===== config.mk =====
export PLATFORM = sky130hd
export DESIGN_NAME = qspi_lane_shifter
export DESIGN_NICKNAME = d
export VERILOG_FILES = /design/src/rtl/qspi_lane_shifter.sv
export SDC_FILE = /design/constraint.sdc
export NUM_CORES = 1
export LEC_CHECK = 0
export CAP_MARGIN = 0
export CORE_MARGIN = 4
export CORE_UTILIZATION = 35
export DETAILED_ROUTE_END_ITERATION = 6
export PLACE_DENSITY = 0.65
export SLEW_MARGIN = 20
export SYNTH_ARGS = -nofsm -noshare
export SYNTH_HDL_FRONTEND = slang
export SYNTH_SLANG_ARGS = --single-unit

===== constraint.sdc =====
create_clock -name clk_i -period 5.9 [get_ports clk_i]
set_input_delay 0.59 -clock clk_i [delete_from_list [all_inputs] [get_ports clk_i]]
set_output_delay 0.59 -clock clk_i [all_outputs]
set_load 0.005 [all_outputs]

===== src/rtl/qspi_lane_shifter.sv =====
// qspi_lane_shifter: 1/2/4-lane QSPI serialiser/deserialiser between controller and pads.
// Optional LSB-first wire order enabled by defining QSPI_LSB_FIRST_EN.

module qspi_lane_shifter #(
  parameter int unsigned DATA_W = 32,
  parameter int unsigned CNT_W  = $clog2(DATA_W) + 1
) (
  input  logic              clk_i,
  input  logic              rst_ni,
  input  logic              start_i,
  input  logic [DATA_W-1:0] tx_data_i,
  input  logic [1:0]        mode_i,
  input  logic              dir_i,
  input  logic [CNT_W-1:0]  num_bits_i,
  input  logic              shift_en_i,
  input  logic              sample_en_i,
  input  logic [3:0]        io_in_i,
`ifdef QSPI_LSB_FIRST_EN
  input  logic              lsb_first_i,
`endif
  output logic [3:0]        io_out_o,
  output logic [3:0]        io_oe_o,
  output logic [DATA_W-1:0] rx_data_o,
  output logic              busy_o,
  output logic              done_o
);

  localparam logic [0:0] StIdle = 1'b0;
  localparam logic [0:0] StXfer = 1'b1;

  logic [0:0]        state_q, state_d;
  logic [DATA_W-1:0] sreg_q, sreg_d;
  logic [CNT_W-1:0]  remaining_q, remaining_d;
  logic [CNT_W-1:0]  len_q, len_d;
  logic [1:0]        mode_q, mode_d;
  logic              dir_q, dir_d;
  logic [DATA_W-1:0] rx_data_q, rx_data_d;
  logic              done_q, done_d;
  logic              lsb_q;

`ifdef QSPI_LSB_FIRST_EN
  logic lsb_d;
`else
  assign lsb_q = 1'b0;
`endif

  function automatic logic [2:0] lane_cnt(input logic [1:0] m);
    case (m)
      2'b01:   lane_cnt = 3'd2;
      2'b10:   lane_cnt = 3'd4;
      default: lane_cnt = 3'd1;
    endcase
  endfunction

  logic [2:0]        lanes_q;
  logic [CNT_W-1:0]  clip_len;
  logic [CNT_W-1:0]  start_len;
  logic              act;
  logic              last;
  logic [DATA_W-1:0] sreg_shift;
  logic [DATA_W-1:0] rx_aligned;
  logic [DATA_W-1:0] ones;

  assign lanes_q = lane_cnt(mode_q);
  assign ones    = '1;
  assign act     = (state_q == StXfer) && (dir_q ? shift_en_i : sample_en_i);
  assign last    = act && (remaining_q == CNT_W'(lanes_q));

  // Bit count for a new transfer: clipped to the register width, padded to whole symbols.
  always_comb begin
    clip_len = (num_bits_i > CNT_W'(DATA_W)) ? CNT_W'(DATA_W) : num_bits_i;
    case (mode_i)
      2'b01:   start_len = (clip_len + CNT_W'(1)) & ~CNT_W'(1);
      2'b10:   start_len = (clip_len + CNT_W'(3)) & ~CNT_W'(3);
      default: start_len = clip_len;
    endcase
  end

  always_comb begin
    sreg_shift = sreg_q;
    if (dir_q) begin
      sreg_shift = lsb_q ? (sreg_q >> lanes_q) : (sreg_q << lanes_q);
    end else if (lsb_q) begin
      case (mode_q)
        2'b10:   sreg_shift = {io_in_i, sreg_q[DATA_W-1:4]};
        2'b01:   sreg_shift = {io_in_i[1:0], sreg_q[DATA_W-1:2]};
        default: sreg_shift = {io_in_i[1], sreg_q[DATA_W-1:1]};
      endcase
    end else begin
      case (mode_q)
        2'b10:   sreg_shift = {sreg_q[DATA_W-5:0], io_in_i};
        2'b01:   sreg_shift = {sreg_q[DATA_W-3:0], io_in_i[1:0]};
        default: sreg_shift = {sreg_q[DATA_W-2:0], io_in_i[1]};
      endcase
    end
  end

  // Stale transmit bits above the received field are masked off (MSB-first), or the
  // MSB-side fill is shifted down to bit 0 (LSB-first).
  assign rx_aligned = lsb_q ? (sreg_shift >> (CNT_W'(DATA_W) - len_q))
                            : (sreg_shift & ~(ones << len_q));

  always_comb begin
    state_d     = state_q;
    sreg_d      = sreg_q;
    remaining_d = remaining_q;
    len_d       = len_q;
    mode_d      = mode_q;
    dir_d       = dir_q;
    rx_data_d   = rx_data_q;
    done_d      = 1'b0;
`ifdef QSPI_LSB_FIRST_EN
    lsb_d       = lsb_q;
`endif
    if (state_q == StIdle) begin
      if (start_i) begin
        sreg_d      = tx_data_i;
        mode_d      = mode_i;
        dir_d       = dir_i;
        len_d       = start_len;
        remaining_d = start_len;
`ifdef QSPI_LSB_FIRST_EN
        lsb_d       = lsb_first_i;
`endif
        if (start_len == '0) begin
          done_d = 1'b1;
        end else begin
          state_d = StXfer;
        end
      end
    end else if (act) begin
      sreg_d      = sreg_shift;
      remaining_d = remaining_q - CNT_W'(lanes_q);
      if (last) begin
        state_d = StIdle;
        done_d  = 1'b1;
        if (!dir_q) begin
          rx_data_d = rx_aligned;
        end
      end
    end
  end

  always_ff @(posedge clk_i or negedge rst_ni) begin
    if (!rst_ni) begin
      state_q     <= StIdle;
      sreg_q      <= '0;
      remaining_q <= '0;
      len_q       <= '0;
      mode_q      <= 2'b00;
      dir_q       <= 1'b0;
      rx_data_q   <= '0;
      done_q      <= 1'b0;
`ifdef QSPI_LSB_FIRST_EN
      lsb_q       <= 1'b0;
`endif
    end else begin
      state_q     <= state_d;
      sreg_q      <= sreg_d;
      remaining_q <= remaining_d;
      len_q       <= len_d;
      mode_q      <= mode_d;
      dir_q       <= dir_d;
      rx_data_q   <= rx_data_d;
      done_q      <= done_d;
`ifdef QSPI_LSB_FIRST_EN
      lsb_q       <= lsb_d;
`endif
    end
  end

  // Pad drive comes straight from registered state so the pads see no input-to-output path.
  always_comb begin
    io_out_o = 4'b0000;
    io_oe_o  = 4'b0000;
    if ((state_q == StXfer) && dir_q) begin
      case (mode_q)
        2'b10: begin
          io_oe_o  = 4'b1111;
          io_out_o = lsb_q ? sreg_q[3:0] : sreg_q[DATA_W-1 -: 4];
        end
        2'b01: begin
          io_oe_o       = 4'b0011;
          io_out_o[1:0] = lsb_q ? sreg_q[1:0] : sreg_q[DATA_W-1 -: 2];
        end
        default: begin
          io_oe_o     = 4'b0001;
          io_out_o[0] = lsb_q ? sreg_q[0] : sreg_q[DATA_W-1];
        end
      endcase
    end
  end

  assign rx_data_o = rx_data_q;
  assign busy_o    = (state_q == StXfer);
  assign done_o    = done_q;

endmodule


==> flow_summary.yaml <==
sta:
  final_hold_viol_count: 0
  tightest_slew_ns: 1.02
  fin_skew_ns: 0.00645
  fin_crit_sh_pct: 58.8
  fin_crit_ns: 3.47
  max_clock_freq_mhz: 288
  rsz0062_at_grt: "no"
  tns_ns: 0
  setup_viol: 0
  slew_headroom_pct: 32.0
  drv_slew: 0
  fin_hold_ws_ns: 0.280
worst_setup_path:
  endpoint_kind: "output port"
  slowest_delay_ns: 0.70
  timing.critical_path.buf_inv: 3
  path_max_fanout: 52
  crit_family: "buffers and inverters"
  crit_chain: "inv_1 > ha_4 > buf_4 > a221o_1 > o21ai_0 > nor2_1 > clkdlybuf4s50_1"
  path_class: "reg2out"
  start_kind: "flop"
  cp.arrival_ns: 2.88
  cp_slowest_cell: "ha_4"
  crit_required_ns: 5.31
logic_synthesis:
  netlist_area_um2: 6150
  synth_edf_count: 0
  yosysWarnings: 0
  yosysTopAreaCellShare_pct: 33.0
  synth_area_leaders: "dfrtp_1 33%, mux4_2 9.2%, nand2_1 5.7%"
  avgSynthCellArea_um2: 8.61
  async_flop_share_pct: 100
  yosys.area.top_type: "dfrtp_1"
  ys_ff_latch: 81
  synthFlopType: "dfrtp_1"
  synth.distinct_cells: 64
  synth_nets: 776
  yosys-top-cells-count: "94 x nand2_1, 81 x dfrtp_1, 56 x o21ai_0"
  seq_area_frac_synth_pct: 33.0
  netlist_instances: 714
  yosysMostFrequentCell: "nand2_1"
pwr:
  vdd_drop_max_uv: 369
  power.density_nw_per_um2: 696
  p_leak_nw: 3.01
cells_and_area:
  design_area_um2: 7430
  antennaDiodeCount: 0
  nNetsFinal: 822
  area_growth_pct: 20.8
  layout-drive-gt1-share_pct: 9.54
routing:
  num_vias: 5839
  post_drt_via_cell_ratio: 5.90
  initialDrtViolationCount: 630
  firstDrtPassIters: 5
  drc_errors: 0
  ant_nets: 0
  wl_per_cell_um: 19.9
  route.final.wire_length_um: 19700
clocking:
  cts_setup_buffers: 0
  clock-sinks: 81
  cts_root_buffer: "clkbuf_16"
  clk_pin_slew_worst_paths_ns: 0.06
  worstSkewPairLatency_ns: 0.35
  cts_hold_buf: 0
  cts_htree_levels: 3
  cts_resized: 0
  cts_tree: "built"
  ctsLongestPathBuffers: 2
  cts_buffers: 9
floorplanning:
  core_area_um2: 17200
  die_h_um: 141
  die_x_um: 141
  num_rows: 48
  io_pins: 92
  initial_core_util_pct: 35.7
  die_area_um2: 19800
grt:
  grt.overflow.total: 0
  grt_max_degree: 82
  antenna_found_initial: 0
  grt_first_pass_wirelength_um: 31300
  first_global_vias: 5460
  grt_usage_pct: 19.9
placement:
  place.port_buffers: 91
  dp_hpwl_um: 13700
  place_congestion: 0.846
  place_area_um2: 7090
hold_path:
  hold_path_class: "in2async"
outcome:
  outcome: "finished clean"
flow_run:
  maxCapViolCount: 0
==> state kept, by name (all words and copies together) (netlist names) <==
name	flops
busy_o	1
dir_q	1
done_o	1
len_q	6
mode_q	2
remaining_q	6
rx_data_o	32
sreg_q	32
==> layout by cell type (no fill, tap or decap), types with 3 or more instances in the layout <==
cell type / instances
a22oi_1: 13
a21o_1: 10
clkdlybuf4s50_1: 90
o211ai_1: 16
nand2b_1: 5
dfrtp_1: 81
inv_1: 23
a221o_1: 14
nand4_1: 4
or3_1: 10
a31oi_1: 9
ha_1: 10
mux2i_1: 19
o21ai_0: 56
nand3_1: 17
nor3_1: 18
nand2_1: 94
mux2_2: 10
nor4_1: 4
and3_1: 3
a21oi_1: 39
mux4_2: 25
o21ai_1: 28
a32o_1: 4
clkbuf_16: 9
o21a_1: 3
a211oi_1: 9
and2_1: 5
nor2_1: 50
nor2b_1: 13
or2_2: 6
buf_4: 10
o31ai_1: 3
and4_1: 3
a221oi_1: 12
==> final cells by class <==
class,count,area [um2]
sequential,81,2030
clock inverter,5,85.1
inverter,24,90.1
timing repair buffer,101,987
fill,1726,9810
tap,225,282
multi-input combinational,543,3710
clock buffer,11,243
==> worst register-to-register path, cell delays in order, from the launching register on <==
cell and delay (ns):
dfrtp_1 0.39, inv_1 0.11, ha_4 0.70, buf_4 0.49, mux4_2 0.59, mux2i_1 0.16
mux2i_1 0.09, mux2i_1 0.16, o21ai_1 0.07
==> cell families after synthesis <==
kind of cell	count (synthesis)	synth area share [%]
adder cells (fa/ha/maj)	12	2.56
XOR/XNOR	1	0.142
flip-flops	81	33.0
buffers and inverters	90	6.90
multiplexers	55	14.3
AO/OA/AOI/OAI	234	24.9
AND/OR/NAND/NOR	241	18.3
==> report_power, final <==
| part | total (mW) | internal (mW) | switching, mW |
|---|---|---|---|
| registers | 1.15 | 0.795 | 0.353 |
| clock network | 0.633 | 0.386 | 0.247 |
| logic | 3.38 | 1.53 | 1.86 |
==> metal layers <==
metal	GRT usage, %	vias up	routed length [um]
li1	-	2735	-
met1	27.6	2845	8560
met2	31.4	236	9440
met3	2.83	23	1180
met4	7.85	0	533
met5	0	-	0
==> path summary, 6_finish.rpt <==
check                             start           end  slack [ns]  depth (start not counted)
setup / recovery              mode_q[0]   io_out_o[0]        2.43                          7
hold / removal                   rst_ni  rx_data_o[7]        0.28                          1
setup reg to reg              mode_q[0]    sreg_q[26]        3.01                          8
hold reg to reg            rx_data_o[9]  rx_data_o[9]        0.47                          2
max in group asynchronous        rst_ni     sreg_q[4]        5.09                          1
min in group clk_i         rx_data_o[9]  rx_data_o[9]        0.47                          2
==> stage by stage <==
| step | utilization (%) | setup WS [ns] | std cells | power (mW) |
|---|---|---|---|---|
| finish | 43.1 | 2.43 | 990 | 5.16 |
| global placement | 41.2 | 2.80 | 974 | 4.48 |
| detailed placement | 41.2 | 2.70 | 974 | 4.52 |
| floorplan | - | 3.30 | 714 | 3.60 |
| global route | 43.1 | 2.19 | 990 | 5.56 |
| CTS | 43.1 | 2.40 | 990 | 5.16 |
No activity file was read; power rests on OpenSTA's default activity.
